$ cat config.mk
export PLATFORM = sky130hd
export DESIGN_NAME = vend_ctrl
export DESIGN_NICKNAME = d
export VERILOG_FILES = /design/src/rtl/vend_pkg.sv /design/src/rtl/vend_ctrl_edge_detect.sv /design/src/rtl/vend_ctrl.sv
export SDC_FILE = /design/constraint.sdc
export NUM_CORES = 1
export LEC_CHECK = 0
export ABC_AREA = 1
export ABC_CLOCK_PERIOD_IN_PS = 11400
export BUFFER_PORTS_ARGS = -buffer_cell sky130_fd_sc_hd__buf_2
export CAP_MARGIN = 5
export CORE_UTILIZATION = 60
export CTS_CLUSTER_DIAMETER = 150
export DETAILED_ROUTE_END_ITERATION = 7
export HOLD_SLACK_MARGIN = 0.15
export PLACE_DENSITY = 0.8
export SYNTH_ARGS = -nofsm -noshare
export SYNTH_HDL_FRONTEND = slang
export SYNTH_HIERARCHICAL = 1
export SYNTH_SLANG_ARGS = --single-unit
$ cat constraint.sdc
create_clock -name clk -period 11.4 [get_ports clk]
set_input_delay 2.28 -clock clk [delete_from_list [all_inputs] [get_ports clk]]
set_output_delay 2.28 -clock clk [all_outputs]
set_load 0.01 [all_outputs]
$ cat src/rtl/vend_pkg.sv
// Shared types and helpers for the vending controller: FSM state encoding
// and the binary-to-BCD conversion used for the credit display.
package vend_pkg;

  typedef enum logic [2:0] {
    S_IDLE   = 3'd0,
    S_ACCUM  = 3'd1,
    S_LOCKED = 3'd2,
    S_VEND   = 3'd3,
    S_CHANGE = 3'd4
  } state_e;

  localparam int BCD_W = 16;

  // Double dabble; credit never exceeds 999, so the thousands digit stays 0.
  function automatic logic [BCD_W-1:0] bin2bcd(input logic [9:0] bin);
    logic [BCD_W-1:0] bcd;
    bcd = '0;
    for (int i = 9; i >= 0; i--) begin
      for (int d = 0; d < 4; d++)
        if (bcd[d*4 +: 4] >= 4'd5) bcd[d*4 +: 4] = bcd[d*4 +: 4] + 4'd3;
      bcd = {bcd[BCD_W-2:0], bin[i]};
    end
    return bcd;
  endfunction

endpackage

$ cat src/rtl/vend_ctrl_edge_detect.sv
// Registers a vector of debounced levels once and flags rising edges
// (current sample high, previous sample low) as one-cycle pulses.
module edge_detect #(
  parameter int W = 1
) (
  input  logic         clk,
  input  logic         rst_n,
  input  logic [W-1:0] lvl_i,
  output logic [W-1:0] rise_o
);

  logic [W-1:0] cur_q, prev_q;

  always_ff @(posedge clk or negedge rst_n) begin
    if (!rst_n) begin
      cur_q  <= '0;
      prev_q <= '0;
    end else begin
      cur_q  <= lvl_i;
      prev_q <= cur_q;
    end
  end

  assign rise_o = cur_q & ~prev_q;

endmodule

$ cat src/rtl/vend_ctrl.sv
// Coin-operated vending controller: credit accumulation, lock at price,
// timed vend, cancel/timeout refund and metered change pay-out.
module vend_ctrl
  import vend_pkg::*;
#(
  parameter int                     PRICE       = 25,
  parameter int                     NUM_COINS   = 3,
  parameter logic [NUM_COINS*8-1:0] COIN_VALUES = {8'd25, 8'd10, 8'd5},
  parameter int                     CREDIT_W    = 8,
  parameter int                     CHANGE_UNIT = 5,
  parameter int                     TIMEOUT_CYC = 100_000_000,
  parameter int                     DISP_CYC    = 4,
  parameter int                     PULSE_GAP   = 2
) (
  input  logic                 clk,
  input  logic                 rst_n,
  input  logic [NUM_COINS-1:0] coin_in,
  input  logic                 dispense_btn,
  input  logic                 cancel_btn,
  output logic [CREDIT_W-1:0]  credit,
  output logic [BCD_W-1:0]     credit_bcd,
  output logic                 locked_led,
  output logic                 dispense_led,
  output logic                 change_pulse,
  output logic                 change_busy,
  output logic                 coin_reject
);

  localparam int MAXC_I  = ((1 << CREDIT_W) - 1 < 999) ? (1 << CREDIT_W) - 1 : 999;
  localparam int CNT_MAX = (DISP_CYC > PULSE_GAP) ? DISP_CYC : PULSE_GAP;
  localparam int CNT_W   = $clog2(CNT_MAX + 1);
  localparam int TMO_W   = $clog2(TIMEOUT_CYC + 1);

  localparam logic [31:0]         MAXC    = 32'(MAXC_I);
  localparam logic [CREDIT_W-1:0] PRICE_C = CREDIT_W'(PRICE);
  localparam logic [CREDIT_W-1:0] UNIT_C  = CREDIT_W'(CHANGE_UNIT);
  localparam logic [CNT_W-1:0]    DISP_LAST = CNT_W'(DISP_CYC - 1);
  localparam logic [CNT_W-1:0]    GAP_LAST  = CNT_W'(PULSE_GAP - 1);
  localparam logic [TMO_W-1:0]    TMO_LAST  = TMO_W'(TIMEOUT_CYC - 1);

  state_e              state_q;
  logic [CREDIT_W-1:0] credit_q;
  logic [CNT_W-1:0]    cnt_q;
  logic [TMO_W-1:0]    tmo_q;
  logic                locked_q, disp_q, pulse_q, busy_q, rej_q;

  logic [NUM_COINS-1:0] coin_ev;
  logic [1:0]           btn_ev;
  logic                 dispense_ev, cancel_ev;

  edge_detect #(.W(NUM_COINS)) u_coin_ed (
    .clk(clk), .rst_n(rst_n), .lvl_i(coin_in), .rise_o(coin_ev)
  );

  edge_detect #(.W(2)) u_btn_ed (
    .clk(clk), .rst_n(rst_n), .lvl_i({dispense_btn, cancel_btn}), .rise_o(btn_ev)
  );

  assign dispense_ev = btn_ev[1];
  assign cancel_ev   = btn_ev[0];

  // Lowest-index channel wins; any extra simultaneous edge is a reject.
  logic                coin_any, coin_multi, coin_fits, coin_ok;
  logic [7:0]          coin_val;
  logic [31:0]         coin_sum;
  logic [CREDIT_W-1:0] add_credit;

  always_comb begin
    coin_val = '0;
    for (int i = NUM_COINS - 1; i >= 0; i--)
      if (coin_ev[i]) coin_val = COIN_VALUES[i*8 +: 8];
    coin_any   = |coin_ev;
    coin_multi = |(coin_ev & (coin_ev - NUM_COINS'(1)));
    coin_sum   = 32'(credit_q) + 32'(coin_val);
    coin_fits  = (coin_sum <= MAXC);
    coin_ok    = coin_any && coin_fits;
    add_credit = coin_ok ? CREDIT_W'(coin_sum) : credit_q;
  end

  always_ff @(posedge clk or negedge rst_n) begin
    if (!rst_n) begin
      state_q  <= S_IDLE;
      credit_q <= '0;
      cnt_q    <= '0;
      tmo_q    <= '0;
      locked_q <= 1'b0;
      disp_q   <= 1'b0;
      pulse_q  <= 1'b0;
      busy_q   <= 1'b0;
      rej_q    <= 1'b0;
    end else begin
      pulse_q <= 1'b0;
      rej_q   <= coin_any;
      tmo_q   <= '0;
      case (state_q)
        S_IDLE, S_ACCUM: begin
          rej_q    <= coin_multi || (coin_any && !coin_fits);
          credit_q <= add_credit;
          if (state_q == S_ACCUM && !coin_any) tmo_q <= tmo_q + TMO_W'(1);
          if (state_q == S_ACCUM &&
              (cancel_ev || (!coin_any && tmo_q == TMO_LAST))) begin
            // Refund starts with a pulse on the very first CHANGE cycle.
            state_q  <= S_CHANGE;
            credit_q <= add_credit - UNIT_C;
            pulse_q  <= 1'b1;
            busy_q   <= 1'b1;
            cnt_q    <= '0;
          end else if (add_credit >= PRICE_C) begin
            state_q  <= S_LOCKED;
            locked_q <= 1'b1;
          end else if (coin_ok) begin
            state_q <= S_ACCUM;
          end
        end
        S_LOCKED: begin
          if (dispense_ev) begin
            state_q  <= S_VEND;
            credit_q <= credit_q - PRICE_C;
            locked_q <= 1'b0;
            disp_q   <= 1'b1;
            cnt_q    <= '0;
          end
        end
        S_VEND: begin
          if (cnt_q == DISP_LAST) begin
            disp_q <= 1'b0;
            cnt_q  <= '0;
            if (credit_q != '0) begin
              state_q  <= S_CHANGE;
              credit_q <= credit_q - UNIT_C;
              pulse_q  <= 1'b1;
              busy_q   <= 1'b1;
            end else begin
              state_q <= S_IDLE;
            end
          end else begin
            cnt_q <= cnt_q + CNT_W'(1);
          end
        end
        S_CHANGE: begin
          if (credit_q == '0) begin
            state_q <= S_IDLE;
            busy_q  <= 1'b0;
          end else if (cnt_q == GAP_LAST) begin
            credit_q <= credit_q - UNIT_C;
            pulse_q  <= 1'b1;
            cnt_q    <= '0;
          end else begin
            cnt_q <= cnt_q + CNT_W'(1);
          end
        end
        default: state_q <= S_IDLE;
      endcase
    end
  end

  assign credit       = credit_q;
  assign credit_bcd   = bin2bcd(10'(credit_q));
  assign locked_led   = locked_q;
  assign dispense_led = disp_q;
  assign change_pulse = pulse_q;
  assign change_busy  = busy_q;
  assign coin_reject  = rej_q;

endmodule

==> metrics.md, run 1 <==
| Metric | Value |
|---|---|
| Yosys cell types | 44 |
| FF-to-FF path depth | 21 |
| Pin count of the biggest net entering global routing | 57 |
| Core region area | 7290 um^2 |
| # clock sinks | 56 |
| Vias in the first global route | 3647 |
| Highest clock rate | 135 MHz |
| Hold Crit Endpoint | u_btn_ed/prev_q[1] |
| FF+latch area | 1400 um^2 |
| Via count | 4161 |
| Worst-Skew Late Latency | 310 ps |
| Critical Path Fanout Max | 7 |
| Min Clock Period, post-route | 7400 ps |
| Final #Nets | 721 |
| Sequential share of the synthesized area | 0.307 |
| Htree depth | 2 |
| Hold Startpoint | u_btn_ed/cur_q[1] |
| First-pass DRT Iterations | 5 |
| Post-Synthesis Cells | 650 |
| Worst setup EP type | primary output |
| Via density | 5.33 |
| Clock Tree Buf Depth | 2 |
| Clock Pin Slew Worst Setup and Hold Paths | 110 ps |
| Worst hold path depth | 0 |
| Run status | complete, no violations |
| Initial antenna violation count | 0 |
| Non-Filler Instances | 780 |
| Initial Utilization | 0.625 |
| Final Util | 0.670 |
| Area of the multi-input gates | 2650 um^2 |
| Relative slew slack | 0.530 |
| DRC violations left | 0 |
| RSZ-0062 raised after global routing | false |
| Setup ws final | 4000 ps |
| First-pass GRT wire length | 16.1 mm |
| R2R setup slack | 7450 ps |
| CP max-delay cell | dfrtp_1 |
| PortBufs | 29 |
| R2R Path End | credit[4] |
| IO Pins | 36 |
| Die height | 89.2 um |
| Avg Inst Size Synth | 7.02 um^2 |
| #FFs+latches synth | 56 |
| Drt wl/cell | 12.6 um |
| Critical path arrival | 5120 ps |
| Most common cell on crit path | nand2_1 |
| Layout cells sized above 1 | 0.148 |
| CTS root buffer | clkbuf_8 |
| Tightest Pin Transition | 703 ps |
| Reg-to-reg startpoint | u_coin_ed/prev_q[1] |
| Number of synthesized flops with an enable pin | 0 |
| Post-CTS Resized | 0 |
| Category of the most critical setup path | flip-flop to primary output |
| Top_reg_cell synth | dfrtp_1 |
| GRT Total Usage | 0.255 |
| Die ar. | 7950 um^2 |
| Cts hold-fix bufs | 0 |
| Synthesized cell area | 4560 um^2 |
| Detailed Route WL | 9.84 mm |
| Post-place setup slack | 4360 ps |
| Area delta synth->final | 7.19% |
| CTS tree | yes |
| Worst Hold Class | flip-flop to flip-flop |
| Fill count | 663 |
| Total gr overflow | 0 |
| Setup TNS | 0 ps |
| Part of the cycle the worst path needs | 0.650 |
| Postcts setup bufs | 0 |
| # setup viols final | 0 |
| Die X | 89.2 um |
| # Max-Cap Violations | 0 |
| Yosys warnings | 6 |
| Ant diodes | 0 |
| Async SR Flop Fraction | 1.00 |
| Initial DRC count | 292 |
| CTS Buf Count | 5 |
| Gpl congestion | 0.857 |
| Row count | 31 |
| Slew Limit Fails | 0 |
| CP startpoint kind | flip-flop |
| Skew final | 10.0 ps |
| Worst Path Required | 9120 ps |
| Dpl cells | 772 |
| Hold Fails Final Rpt | 0 |
| Post-DRT Antenna Nets | 0 |
| DP HPWL | 7.54 mm |
| CP peak stage delay | 470 ps |
cell usage after synthesis, types with 2 or more instances:
cell	number	area [um^2]
nand4_2	2	25.0
inv_2	9	33.8
buf_4	8	60.1
xnor2_1	2	17.5
nand2_2	15	93.8
o211ai_1	3	22.5
a22oi_1	2	15.0
nor2_1	58	218
nor2_2	14	87.6
o21a_1	2	15.0
nand3_2	9	90.1
dfrtp_1	56	1400
nand3b_1	4	30.0
nand3_1	43	215
a31oi_1	2	12.5
nor3_1	21	105
nand2_1	133	499
clkbuf_1	3	11.3
o21ai_2	4	35.0
nand4_1	11	68.8
o21ai_0	33	165
o211a_1	3	30.0
inv_1	109	409
ha_1	33	413
a21oi_1	33	165
or2_2	2	12.5
xor2_1	10	87.6
o21ai_1	4	20.0
a21oi_2	2	17.5
nand2_4	3	33.8
nor4_1	4	25.0
worst max-delay path, delay by kind of cell, from the launching register on:
| family | cells | cell delay, ps |
|---|---|---|
| AND/OR/NAND/NOR | 24 | 2480 |
| adder cells (fa/ha/maj) | 5 | 950 |
| flip-flops | 1 | 470 |
| buffers and inverters | 10 | 880 |
sequential cells by signal, summed over array words and instances, names as in the netlist, 2 cells and up:
signal	cells
cnt_q	3
credit	8
u_coin_ed/cur_q	3
u_btn_ed/prev_q	2
tmo_q	27
u_coin_ed/prev_q	3
u_btn_ed/cur_q	2
state_q	3
kinds of logic after synthesis:
group	after synthesis	share of synthesized area
AO/OA/AOI/OAI	94	0.122
XOR/XNOR	12	0.0230
flip-flops	56	0.307
buffers and inverters	130	0.115
adder cells (fa/ha/maj)	34	0.0949
AND/OR/NAND/NOR	323	0.337
other	1	0.000822
worst max path at each step:
stage	from	endpoint	slack, ps	cells after the start
global route	credit[6]	credit_bcd[1]	3560	39
finish	credit[6]	credit_bcd[1]	4000	39
floorplan	credit[6]	credit_bcd[1]	4900	38
global placement	credit[6]	credit_bcd[1]	4740	39
detailed placement	credit[6]	credit_bcd[1]	4360	39
CTS	credit[6]	credit_bcd[1]	3990	39
routing by layer:
metal  track usage  part of all wire  vias to the layer above
li1              -                 -                     2140
met1         0.355              0.48                     1914
met2         0.435              0.48                       97
met3        0.0277             0.036                       10
met4        0.0433            0.0067                        0
met5             0                 0                        -
final cells by class:
type                       count  area share
multi-input combinational    469       0.543
inverter                     118      0.0906
timing repair buffer          30      0.0312
clock buffer                   5      0.0141
tap                           99      0.0253
clock inverter                 3     0.00947
sequential                    56       0.287
metrics by stage:
stage | cell area (um^2) | hold WS, ps
after floorplan | 4580 | 354
after CTS | 4890 | 388
final | 4890 | 384
after global routing | 4890 | 394
after global placement | 4770 | 359
after detailed placement | 4770 | 362
cell usage in the layout, fill, tap and decap left out, types with 2 or more instances in the layout:
| master | instances |
|---|---|
| a21oi_1 | 33 |
| a21oi_2 | 2 |
| a22oi_1 | 2 |
| a31oi_1 | 2 |
| buf_2 | 29 |
| clkbuf_8 | 5 |
| conb_1 | 6 |
| dfrtp_1 | 56 |
| ha_1 | 33 |
| inv_1 | 109 |
| inv_2 | 9 |
| nand2_1 | 133 |
| nand2_2 | 15 |
| nand2_4 | 3 |
| nand3_1 | 43 |
| nand3_2 | 9 |
| nand3b_1 | 4 |
| nand4_1 | 11 |
| nand4_2 | 2 |
| nor2_1 | 58 |
| nor2_2 | 14 |
| nor3_1 | 21 |
| nor4_1 | 4 |
| o211a_1 | 3 |
| o211ai_1 | 3 |
| o21a_1 | 2 |
| o21ai_0 | 33 |
| o21ai_1 | 4 |
| o21ai_2 | 4 |
| or2_2 | 2 |
| xnor2_1 | 2 |
| xor2_1 | 10 |
Power of run 1 is left out: the tool's default activity adds up to more than one toggle a clock period on the data nets, which glitch-free logic cannot reach.
==> run 2: changes to the inputs <==
--- a/config.mk
+++ b/config.mk
@@ -5,8 +5,8 @@
 export SDC_FILE = /design/constraint.sdc
 export NUM_CORES = 1
 export LEC_CHECK = 0
-export ABC_AREA = 1
-export ABC_CLOCK_PERIOD_IN_PS = 11400
+export ABC_AREA = 0
+export ABC_CLOCK_PERIOD_IN_PS = 7710
 export BUFFER_PORTS_ARGS = -buffer_cell sky130_fd_sc_hd__buf_2
 export CAP_MARGIN = 5
 export CORE_UTILIZATION = 60
==> constraint.sdc (replaced) <==
create_clock -name clk -period 7.71 [get_ports clk]
set_input_delay 1.542 -clock clk [delete_from_list [all_inputs] [get_ports clk]]
set_output_delay 1.542 -clock clk [all_outputs]
set_load 0.01 [all_outputs]
==> run 2 against run 1 <==
Core utilization up 0.16 points. Die area down 5.0%. Highest routed layer unchanged. Sequential share of layout area up 1.7 points. Routed wire length down 8.2%. Final cell count down 23%. Clock skew up 5.8 ps.
==> metrics.md, run 2 <==
| Metric | Value |
|---|---|
| Commonest non-fill, non-tap cells in the layout | dfrtp_1 (54), nor2_1 (52), ha_1 (33) |
| Most common cell after layout, fill and taps aside | dfrtp_1 |
| Setup TNS | 0 ps |
| Top_reg_cell synth | dfrtp_1 |
| Worst Hold Class | flip-flop to flip-flop |
| DP HPWL | 6.65 mm |
| Initial Utilization | 0.630 |
| Worst-Skew Late Latency | 320 ps |
| Category of the most critical setup path | flip-flop to primary output |
| First-pass DRT Iterations | 4 |
| Synthesized cell area | 4330 um^2 |
| Die X | 86.9 um |
| CP startpoint kind | flip-flop |
| IO Pins | 36 |
| Vias in the first global route | 3425 |
| Initial antenna violation count | 0 |
| Async SR Flop Fraction | 1.00 |
| Run status | complete, no violations |
| Htree depth | 2 |
| Highest clock rate | 137 MHz |
| Pin count of the biggest net entering global routing | 57 |
| Worst Path Required | 6170 ps |
| Final #Nets | 548 |
| Yosys warnings | 6 |
| Avg Inst Size Synth | 8.94 um^2 |
| Critical Path Fanout Max | 6 |
| First-pass GRT wire length | 15.4 mm |
| Synth top cells by count | dfrtp_1 (56), nor2_1 (52), ha_1 (33) |
| GRT Total Usage | 0.256 |
| DRC violations left | 0 |
| Row count | 30 |
| Top-count cell post-synth | dfrtp_1 |
| Ant diodes | 0 |
| Clock Tree Buf Depth | 2 |
| Number of synthesized flops with an enable pin | 0 |
| RSZ-0062 raised after global routing | false |
| Initial DRC count | 152 |
| # clock sinks | 56 |
| Via count | 3533 |
| Skew final | 15.9 ps |
| Max reg flops | 27 |
| Via density | 5.85 |
| CTS Buf Count | 5 |
| Tightest Pin Transition | 1030 ps |
| Post-Synthesis Cells | 484 |
| PortBufs | 29 |
| Die height | 86.9 um |
| Detailed Route WL | 9.04 mm |
| Core region area | 6870 um^2 |
| Sequential share of the synthesized area | 0.324 |
| Critical path arrival | 5730 ps |
| Min Clock Period, post-route | 7270 ps |
| Slew Limit Fails | 0 |
| # Max-Cap Violations | 0 |
| Area share of the largest cell type after synthesis | 0.324 |
| Layout cells sized above 1 | 0.142 |
| Total gr overflow | 0 |
| Post-DRT Antenna Nets | 0 |
| Drt wl/cell | 15.0 um |
| Synth area leader | dfrtp_1 |
| #FFs+latches synth | 56 |
| Die ar. | 7560 um^2 |
| Most flops, register | tmo_q |
| Cts hold-fix bufs | 0 |
| Part of the cycle the worst path needs | 0.944 |
| Largest cells by area after synthesis | dfrtp_1 (32%), ha_1 (9.5%), nor2_1 (4.5%) |
| Yosys cell types | 78 |
| CTS tree | yes |
| CTS root buffer | clkbuf_8 |
| Clock Pin Slew Worst Setup and Hold Paths | 110 ps |
| Gpl congestion | 0.926 |
| Hold Fails Final Rpt | 0 |
| Relative slew slack | 0.311 |
| Area delta synth->final | 6.62% |
| Worst setup EP type | primary output |
| # setup viols final | 0 |
run 2: cell count changes in the layout (fill, tap and decap cells not counted), sizes merged, moves of 9 or more:
cell,previous run,this run
nand2b,0,13
nand4,13,3
o21ai,42,23
mux2i,0,10
nor2,72,52
nand3,52,22
xnor2,2,19
nor2b,0,13
inv,119,26
and3,1,10
nand2,151,32
xor2,10,19
run 2: final timing paths:
path / startpoint / to / slack [ps] / depth (start not counted)
worst max-delay path: credit[6] / credit_bcd[8] / 440 / 25
worst min-delay path: u_coin_ed/cur_q[1] / u_coin_ed/prev_q[1] / 390 / 0
worst max register to register: u_coin_ed/prev_q[1] / credit[6] / 3640 / 16
worst min register to register: u_coin_ed/cur_q[1] / u_coin_ed/prev_q[1] / 390 / 0
max in group asynchronous: rst_n / credit[6] / 5870 / 2
min in group asynchronous: rst_n / tmo_q[18] / 1360 / 2
run 2: layer usage:
metal | global-route usage | wire [um] | vias up
met5 | 0 | 0 | -
met4 | 0.0803 | 102 | 0
met3 | 0.0341 | 299 | 14
met2 | 0.448 | 4520 | 76
met1 | 0.328 | 4110 | 1689
li1 | - | - | 1754
run 2: logic make-up (layout without fill, tap and decap cells):
family	count (synthesis)	after routing	share of synthesized area
simple gates	183	183	0.230
compound gates	113	113	0.185
flops	56	56	0.324
buf+inv	46	65	0.0506
xor+xnor	38	38	0.0769
fa+ha+maj	35	35	0.102
mux	12	12	0.0309
other cells	1	6	0.000866
run 2: critical path, cell delays in order, from the launching register on:
cell,delay [ps]
dfrtp_2,470
inv_1,170
ha_1,270
o21ai_0,100
mux2_2,320
ha_1,240
nor2b_1,180
a2111o_1,390
o211a_1,130
inv_1,110
ha_1,220
or2b_2,350
a31oi_4,260
xnor2_2,180
ha_1,230
or2b_2,320
nand2_1,100
mux2i_2,140
ha_1,220
nand2b_1,150
a21oi_1,160
nand2_1,70
o21ba_2,240
a2bb2oi_1,180
nor3_1,70
buf_2,140
run 2: through the flow:
step / setup WS [ps] / instance area [um^2] / util / hold slack [ps] / instances
floorplan: 1120 / 4350 / - / 354 / 489
global placement: 873 / 4500 / 0.656 / 368 / 595
detailed placement: 552 / 4500 / 0.656 / 366 / 595
CTS: 181 / 4600 / 0.669 / 390 / 603
global route: 25.5 / 4620 / 0.672 / 412 / 604
finish: 435 / 4620 / 0.672 / 388 / 604
run 2: final cells by class:
| type | instances | area [um^2] |
|---|---|---|
| clock inverters | 3 | 26.3 |
| inverters | 25 | 93.8 |
| fillers | 574 | 2250 |
| repair buffers | 32 | 168 |
| flip-flops and latches | 56 | 1400 |
| multi-input cells | 387 | 2740 |
| clock buffers | 5 | 68.8 |
| well taps | 96 | 120 |
run 2: timing repair:
action,4_1_cts,5_1_grt
setup buffers,0,1
endpoints found under the setup margin,0,6
resized for setup,0,3
endpoints found under the hold margin,0,0
Power of run 2 is left out for the same reason.
